`src/rtl/op_sequencer.sv`:
```
// Tick-driven ALU request sequencer: latches switch operands, issues one ALU op per tick, shows result on LEDs.
// Optional build macro LED_OP_TAG_EN: prefix the LED value with the producing opcode.
module op_sequencer #(
  parameter int NUM_OPS = 5,
  parameter int OP_W    = 4,
  parameter int DATA_W  = 32,
  parameter int LED_W   = 16,
  parameter int TIMEOUT = 64
) (
  input  logic              clk_i,
  input  logic              rst_i,
  input  logic              new_op_i,
  input  logic [15:0]       sw_i,
  output logic              op_valid_o,
  output logic [OP_W-1:0]   op_code_o,
  output logic [DATA_W-1:0] op_a_o,
  output logic [DATA_W-1:0] op_b_o,
  input  logic              op_ready_i,
  input  logic              res_valid_i,
  input  logic [DATA_W-1:0] res_data_i,
  input  logic              zero_i,
  output logic [LED_W-1:0]  led_o,
  output logic              busy_o,
  output logic              overrun_o
);

  localparam int CNT_W = (TIMEOUT > 1) ? $clog2(TIMEOUT) : 1;

  typedef enum logic [1:0] {
    S_IDLE  = 2'd0,
    S_ISSUE = 2'd1,
    S_WAIT  = 2'd2
  } state_t;

  state_t            state_q, state_d;
  logic [OP_W-1:0]   idx_q, idx_d;
  logic [CNT_W-1:0]  cnt_q, cnt_d;
  logic [OP_W-1:0]   op_code_q, op_code_d;
  logic [DATA_W-1:0] op_a_q, op_a_d;
  logic [DATA_W-1:0] op_b_q, op_b_d;
  logic [LED_W-1:0]  led_q, led_d;
  logic              overrun_q, overrun_d;

  logic [LED_W-1:0]  led_result;
  logic [LED_W-1:0]  led_timeout;
  logic [OP_W-1:0]   idx_next;
  logic              unused_res_bits;

`ifdef LED_OP_TAG_EN
  assign led_result      = {op_code_q[3:0], zero_i, res_data_i[LED_W-6:0]};
  assign led_timeout     = {op_code_q[3:0], {(LED_W-4){1'b1}}};
  assign unused_res_bits = ^res_data_i[DATA_W-1:LED_W-5];
`else
  assign led_result      = {zero_i, res_data_i[LED_W-2:0]};
  assign led_timeout     = {LED_W{1'b1}};
  assign unused_res_bits = ^res_data_i[DATA_W-1:LED_W-1];
`endif

  assign idx_next = (idx_q == OP_W'(NUM_OPS - 1)) ? '0 : idx_q + 1'b1;

  always_ff @(posedge clk_i or posedge rst_i) begin
    if (rst_i) begin
      state_q   <= S_IDLE;
      idx_q     <= '0;
      cnt_q     <= '0;
      op_code_q <= '0;
      op_a_q    <= '0;
      op_b_q    <= '0;
      led_q     <= '0;
      overrun_q <= 1'b0;
    end else begin
      state_q   <= state_d;
      idx_q     <= idx_d;
      cnt_q     <= cnt_d;
      op_code_q <= op_code_d;
      op_a_q    <= op_a_d;
      op_b_q    <= op_b_d;
      led_q     <= led_d;
      overrun_q <= overrun_d;
    end
  end

  always_comb begin
    state_d   = state_q;
    idx_d     = idx_q;
    cnt_d     = cnt_q;
    op_code_d = op_code_q;
    op_a_d    = op_a_q;
    op_b_d    = op_b_q;
    led_d     = led_q;
    overrun_d = overrun_q;

    case (state_q)
      S_IDLE: begin
        if (new_op_i) begin
          op_a_d    = DATA_W'(sw_i[7:0]);
          op_b_d    = DATA_W'(sw_i[15:8]);
          op_code_d = idx_q;
          state_d   = S_ISSUE;
        end
      end
      S_ISSUE: begin
        if (new_op_i) overrun_d = 1'b1;
        if (op_ready_i) begin
          cnt_d   = '0;
          state_d = S_WAIT;
        end
      end
      S_WAIT: begin
        // Ticks are dropped here even in the cycle that returns to IDLE.
        if (new_op_i) overrun_d = 1'b1;
        if (res_valid_i) begin
          led_d   = led_result;
          idx_d   = idx_next;
          state_d = S_IDLE;
        end else if (cnt_q == CNT_W'(TIMEOUT - 1)) begin
          led_d   = led_timeout;
          idx_d   = idx_next;
          state_d = S_IDLE;
        end else begin
          cnt_d = cnt_q + 1'b1;
        end
      end
      default: state_d = S_IDLE;
    endcase
  end

  assign op_valid_o = (state_q == S_ISSUE);
  assign busy_o     = (state_q != S_IDLE);
  assign op_code_o  = op_code_q;
  assign op_a_o     = op_a_q;
  assign op_b_o     = op_b_q;
  assign led_o      = led_q;
  assign overrun_o  = overrun_q;

endmodule

```
`config.mk`:
```
export PLATFORM = sky130hd
export DESIGN_NAME = op_sequencer
export DESIGN_NICKNAME = d
export VERILOG_FILES = /design/src/rtl/op_sequencer.sv
export SDC_FILE = /design/constraint.sdc
export NUM_CORES = 1
export LEC_CHECK = 0
export CAP_MARGIN = 20
export CORE_UTILIZATION = 49
export CTS_BUF_LIST = sky130_fd_sc_hd__clkbuf_4 sky130_fd_sc_hd__clkbuf_8
export CTS_CLUSTER_SIZE = 10
export DETAILED_ROUTE_END_ITERATION = 8
export DONT_BUFFER_PORTS = 1
export HOLD_SLACK_MARGIN = 0.12
export SLEW_MARGIN = 20
export SYNTH_ARGS = -nofsm -noshare
export SYNTH_HDL_FRONTEND = slang
export SYNTH_SLANG_ARGS = --single-unit
```
`constraint.sdc`:
```
create_clock -name clk_i -period 2.1 [get_ports clk_i]
set_clock_uncertainty 0.2 [all_clocks]
set_input_delay 0.21 -clock clk_i [delete_from_list [all_inputs] [get_ports clk_i]]
set_output_delay 0.21 -clock clk_i [all_outputs]
set_load 0.01 [all_outputs]
```
# Word level (Yosys, flattened, before mapping)
# Index checks and enable logic that the tools add are counted.
# word_totals
elab_cells	43
output_inout_bits	87
regBits	49
input_bits	54
latchBits	0
mem_bits_ro	0
ramBits	0
n_memories	0
# op_classes
magnitude_cmp	0
eq_ne	9
muxes	14
add_sub_neg	2
div	0
n_shift	0
n_reduce_logical	10
bitwise	0
multipliers	0
# op_table
op	n
$mux W16	2
$mux W6	3
$mux W4	3
$pmux W6 S2	1
$mux W2	4
$add A6 B1 Y6 const B	1
$eq A6 B6 Y1 const B	1
$ne A2 B2 Y1 const B	3
$pmux W2 S3	1
$reduce_and A2 Y1	3
$reduce_bool A2 Y1	3
$add A4 B1 Y4 const B	1
$eq A4 B3 Y1 const B	1
$reduce_and A4 Y1	1
$ne A3 B3 Y1 const B	1
$reduce_and A3 Y1	1
$eq A2 B1 Y1 const B	1
$eq A2 B2 Y1 const B	1
$logic_not A2 Y1	1
$ne A2 B1 Y1 const B	1
$reduce_or A2 Y1	1

# Logic depth before layout (Yosys ltp)
# logic_depth
ltp_word	4
depth_mapped	8
depth_no_buf	6

# Worst setup path after synthesis
# Ideal clock, no wire load.
# synth_timing
path_type	reg2reg
from	register state_q[1]
to	register cnt_q[5]
path_buffers	1
setup_ns	0.123
setup_slack_ns	0.301
synth_period_minus_slack_ns	1.799
path_stages_with_launch	8
t_required_ns	1.777
arrival_ns	1.476
path_cell_list	dfrtp_1 inv_1 ha_1 nand2b_1 and2_1 clkbuf_1 and4_1 o221a_2
# synth_between
elab_chain_len	3
elab_cells_between_ends	8
classes_between	5 x eq/ne; 1 x mux; 2 x reduce/logical
# synth_lines
item	line_no	text
from (decl)	35	state_t state_q, state_d;
from (signal assigned)	72	state_q <= state_d;
$eq A2 B1 Y1 (*)	-	
via op_valid_o	14	output logic op_valid_o,
$ne A2 B1 Y1 (no source line) or $reduce_bool A2 Y1 (tied branches)	-	
$reduce_and A4 Y1 (no source line)	-	
to (signal assigned)	74	cnt_q <= cnt_d;
to (decl)	37	logic [CNT_W-1:0] cnt_q, cnt_d;
# The timed path passes the listed nets; every way through them passes the cells marked *.
# A chain may end at the register's enable or synchronous reset.

# Worst setup path after layout
# Ends and elaborated chain as after synthesis.

==> results.cfg <==
[power]
leakage_nw = 1.257
ir_drop_uv = 702.4
power.density_nw_per_um2 = 1209
fin_total_pwr_mw = 3.369

[sta]
finalSetupTns_ns = 0
hold_ws_ns = 0.1680
fmax_mhz = 531.3
setup_violations = 0
min_period_ns = 1.882
rsz0062_at_grt = false
final_max_slew_viol_count = 0
hold_viol = 0
finalCritPeriodShare = 0.8963
slew_headroom = 0.5979
worst_pin_slew_ns = 0.6032

[routing]
wire_per_inst_um = 13.45
vias = 1504
antenna_left = 0
post-route-drc-count = 0
via_per_inst = 4.790
finalWirelength_mm = 4.222
drt-pass1-iter-count = 4
drtIter0Drc = 39

[floorplanning]
core_area_um2 = 4755
start_util = 0.5100
io_pins = 141
fp.dieH_um = 72.35
die_area_um2 = 5234
fp-row-count = 25
die_w_um = 72.35

[yosys]
yosysTopAreaCell = dfrtp_1
syn_inst = 208
netlist_area_um2 = 2425
synthTopCellsByArea = dfrtp_1 (51%), buf_4 (15%), mux2_2 (8.4%), o22a_1 (5.8%), ha_1 (3.6%)
syn_avg_cell_area_um2 = 11.66
synth_top_area_frac = 0.5057
ys_seq_area_frac = 0.5057
ys_types = 30
yosysWarningCount = 0
synth-seq-cells = 49

[grt]
grt_pass1_wl_mm = 6.658
grt_pass1_vias = 1464
antenna_found_initial = 0
grt_max_degree = 50
gr-total-overflow = 0
grtUsageTotal = 0.1681

[setup_path]
r2r-end = cnt_q[5]
cp_max_fo = 7
r2r_slack_ns = 0.22
worst_setup_path_end_kind = register
r2r-start = state_q[1]
crit_arrival_ns = 1.87
cp_data_required_time_ns = 2.09
r2r_cells = 6
crit_type = register to register
start_kind = register
crit_start = state_q[1]

[worst_hold_path]
hold_class = input port to register
hp-start = new_op_i
hold_depth = 4
whs_endpoint = op_code_o[1]

[run_status]
status = finished clean

[clock_tree]
cts_buffers = 5
cts_buffer_depth = 2
cts_max_level = 2
cts_setup_buffers = 0
cts_root_buffer = clkbuf_8
cts_sinks = 49
clock_latency_ns = 0.30
hold_buffers = 35
post_cts_resized = 0
cts.clk_slew.worst_paths_ns = 0.09
cts_tree = built

[flow_run]
max_cap_violations = 0

[placement]
numPortBuffers = 0
dp_hpwl_mm = 2.947
place.gp.congestion = 0.6544

[final_layout]
post-route-util = 0.5863
mostFrequentLayoutCells = dfrtp_1 (49), conb_1 (48), dlygate4sd3_1 (35)
final_common_cell = dfrtp_1
drive_gt1_frac = 0.1457
syn_to_final_growth_pct = 14.96
nets = 308
antenna_cells = 0
## metrics by stage
| step | cells | worst slack [ns] | area [µm²] |
|---|---|---|---|
| floorplan | 255 | 0.3012 | 2601 |
| global placement | 272 | 0.2897 | 2330 |
| detailed placement | 272 | 0.2196 | 2330 |
| CTS | 314 | 0.2234 | 2788 |
| global route | 314 | 0.1271 | 2788 |
| finish | 314 | 0.2177 | 2788 |
## logic make-up (layout without fill, tap and decap cells)
logic type | count (synthesis) | in the layout | synth area share
other cells | 1 | 48 | 0.001547
compound gates | 43 | 43 | 0.1311
fa+ha+maj | 7 | 7 | 0.03612
simple gates | 24 | 24 | 0.05367
buf+inv | 63 | 55 | 0.1744
flops | 49 | 49 | 0.5057
mux | 21 | 21 | 0.09752
## cells in the mapped netlist
| cell | instances |
|---|---|
| o22a_1 | 16 |
| o221a_2 | 1 |
| nand3_1 | 3 |
| a21oi_1 | 5 |
| ha_1 | 7 |
| a31oi_1 | 1 |
| buf_4 | 48 |
| mux2_1 | 3 |
| and4_1 | 1 |
| and4b_1 | 1 |
| conb_1 | 1 |
| a21o_1 | 2 |
| and2_1 | 1 |
| nand2b_1 | 2 |
| nor2_1 | 2 |
| inv_1 | 8 |
| o211ai_1 | 1 |
| mux2_2 | 18 |
| dfrtp_1 | 49 |
| nand4_1 | 3 |
| o31ai_1 | 1 |
| buf_2 | 5 |
| nor2b_1 | 1 |
| and3_4 | 1 |
| o21ai_2 | 1 |
| nand2_1 | 9 |
| o21ai_0 | 13 |
| o21ba_2 | 1 |
| a31oi_4 | 1 |
| clkbuf_1 | 2 |
## sequential cells by signal, summed over array words and instances (netlist names)
signal     count
overrun_o      1
op_a_o         8
op_b_o         8
led_o         16
cnt_q          6
op_code_o      4
idx_q          4
state_q        2
## worst max-delay path by stage
stage / cells past startpoint / end
2_1_floorplan: 7 / cnt_q[5]
3_3_place_gp: 6 / cnt_q[5]
3_5_place_dp: 6 / cnt_q[5]
4_1_cts: 6 / cnt_q[5]
5_1_grt: 6 / cnt_q[5]
6_report: 6 / cnt_q[5]
## area by class of cell
cell class | instances | area, µm²
Sequential cell | 49 | 1226
Clock buffer | 5 | 68.82
Inverter | 8 | 30.03
Tap cell | 67 | 83.83
Multi-Input combinational cell | 143 | 952.2
Fill cell | 423 | 1967
Clock inverter | 2 | 38.79
Timing Repair Buffer | 40 | 387.9
## metal layers
layer,global-route usage,vias up,part of all wire
met5,0,-,0
met4,0.05664,0,0.0097
met3,0.05972,6,0.080
met2,0.3167,74,0.53
met1,0.1705,718,0.38
li1,-,706,-
## power breakdown
group,switching [mW],leakage (nW),internal [mW]
registers,0.424,0.580,1.33
clock network,0.294,0.0546,0.352
logic,0.494,0.623,0.477
## worst max-delay path: stages (launching register included)
cell	delay (ns)
dfrtp_1	0.40
inv_1	0.10
ha_1	0.27
nand2b_1	0.11
and2_1	0.24
and4_1	0.21
o221a_2	0.23
No activity file was read; power rests on OpenSTA's default activity.
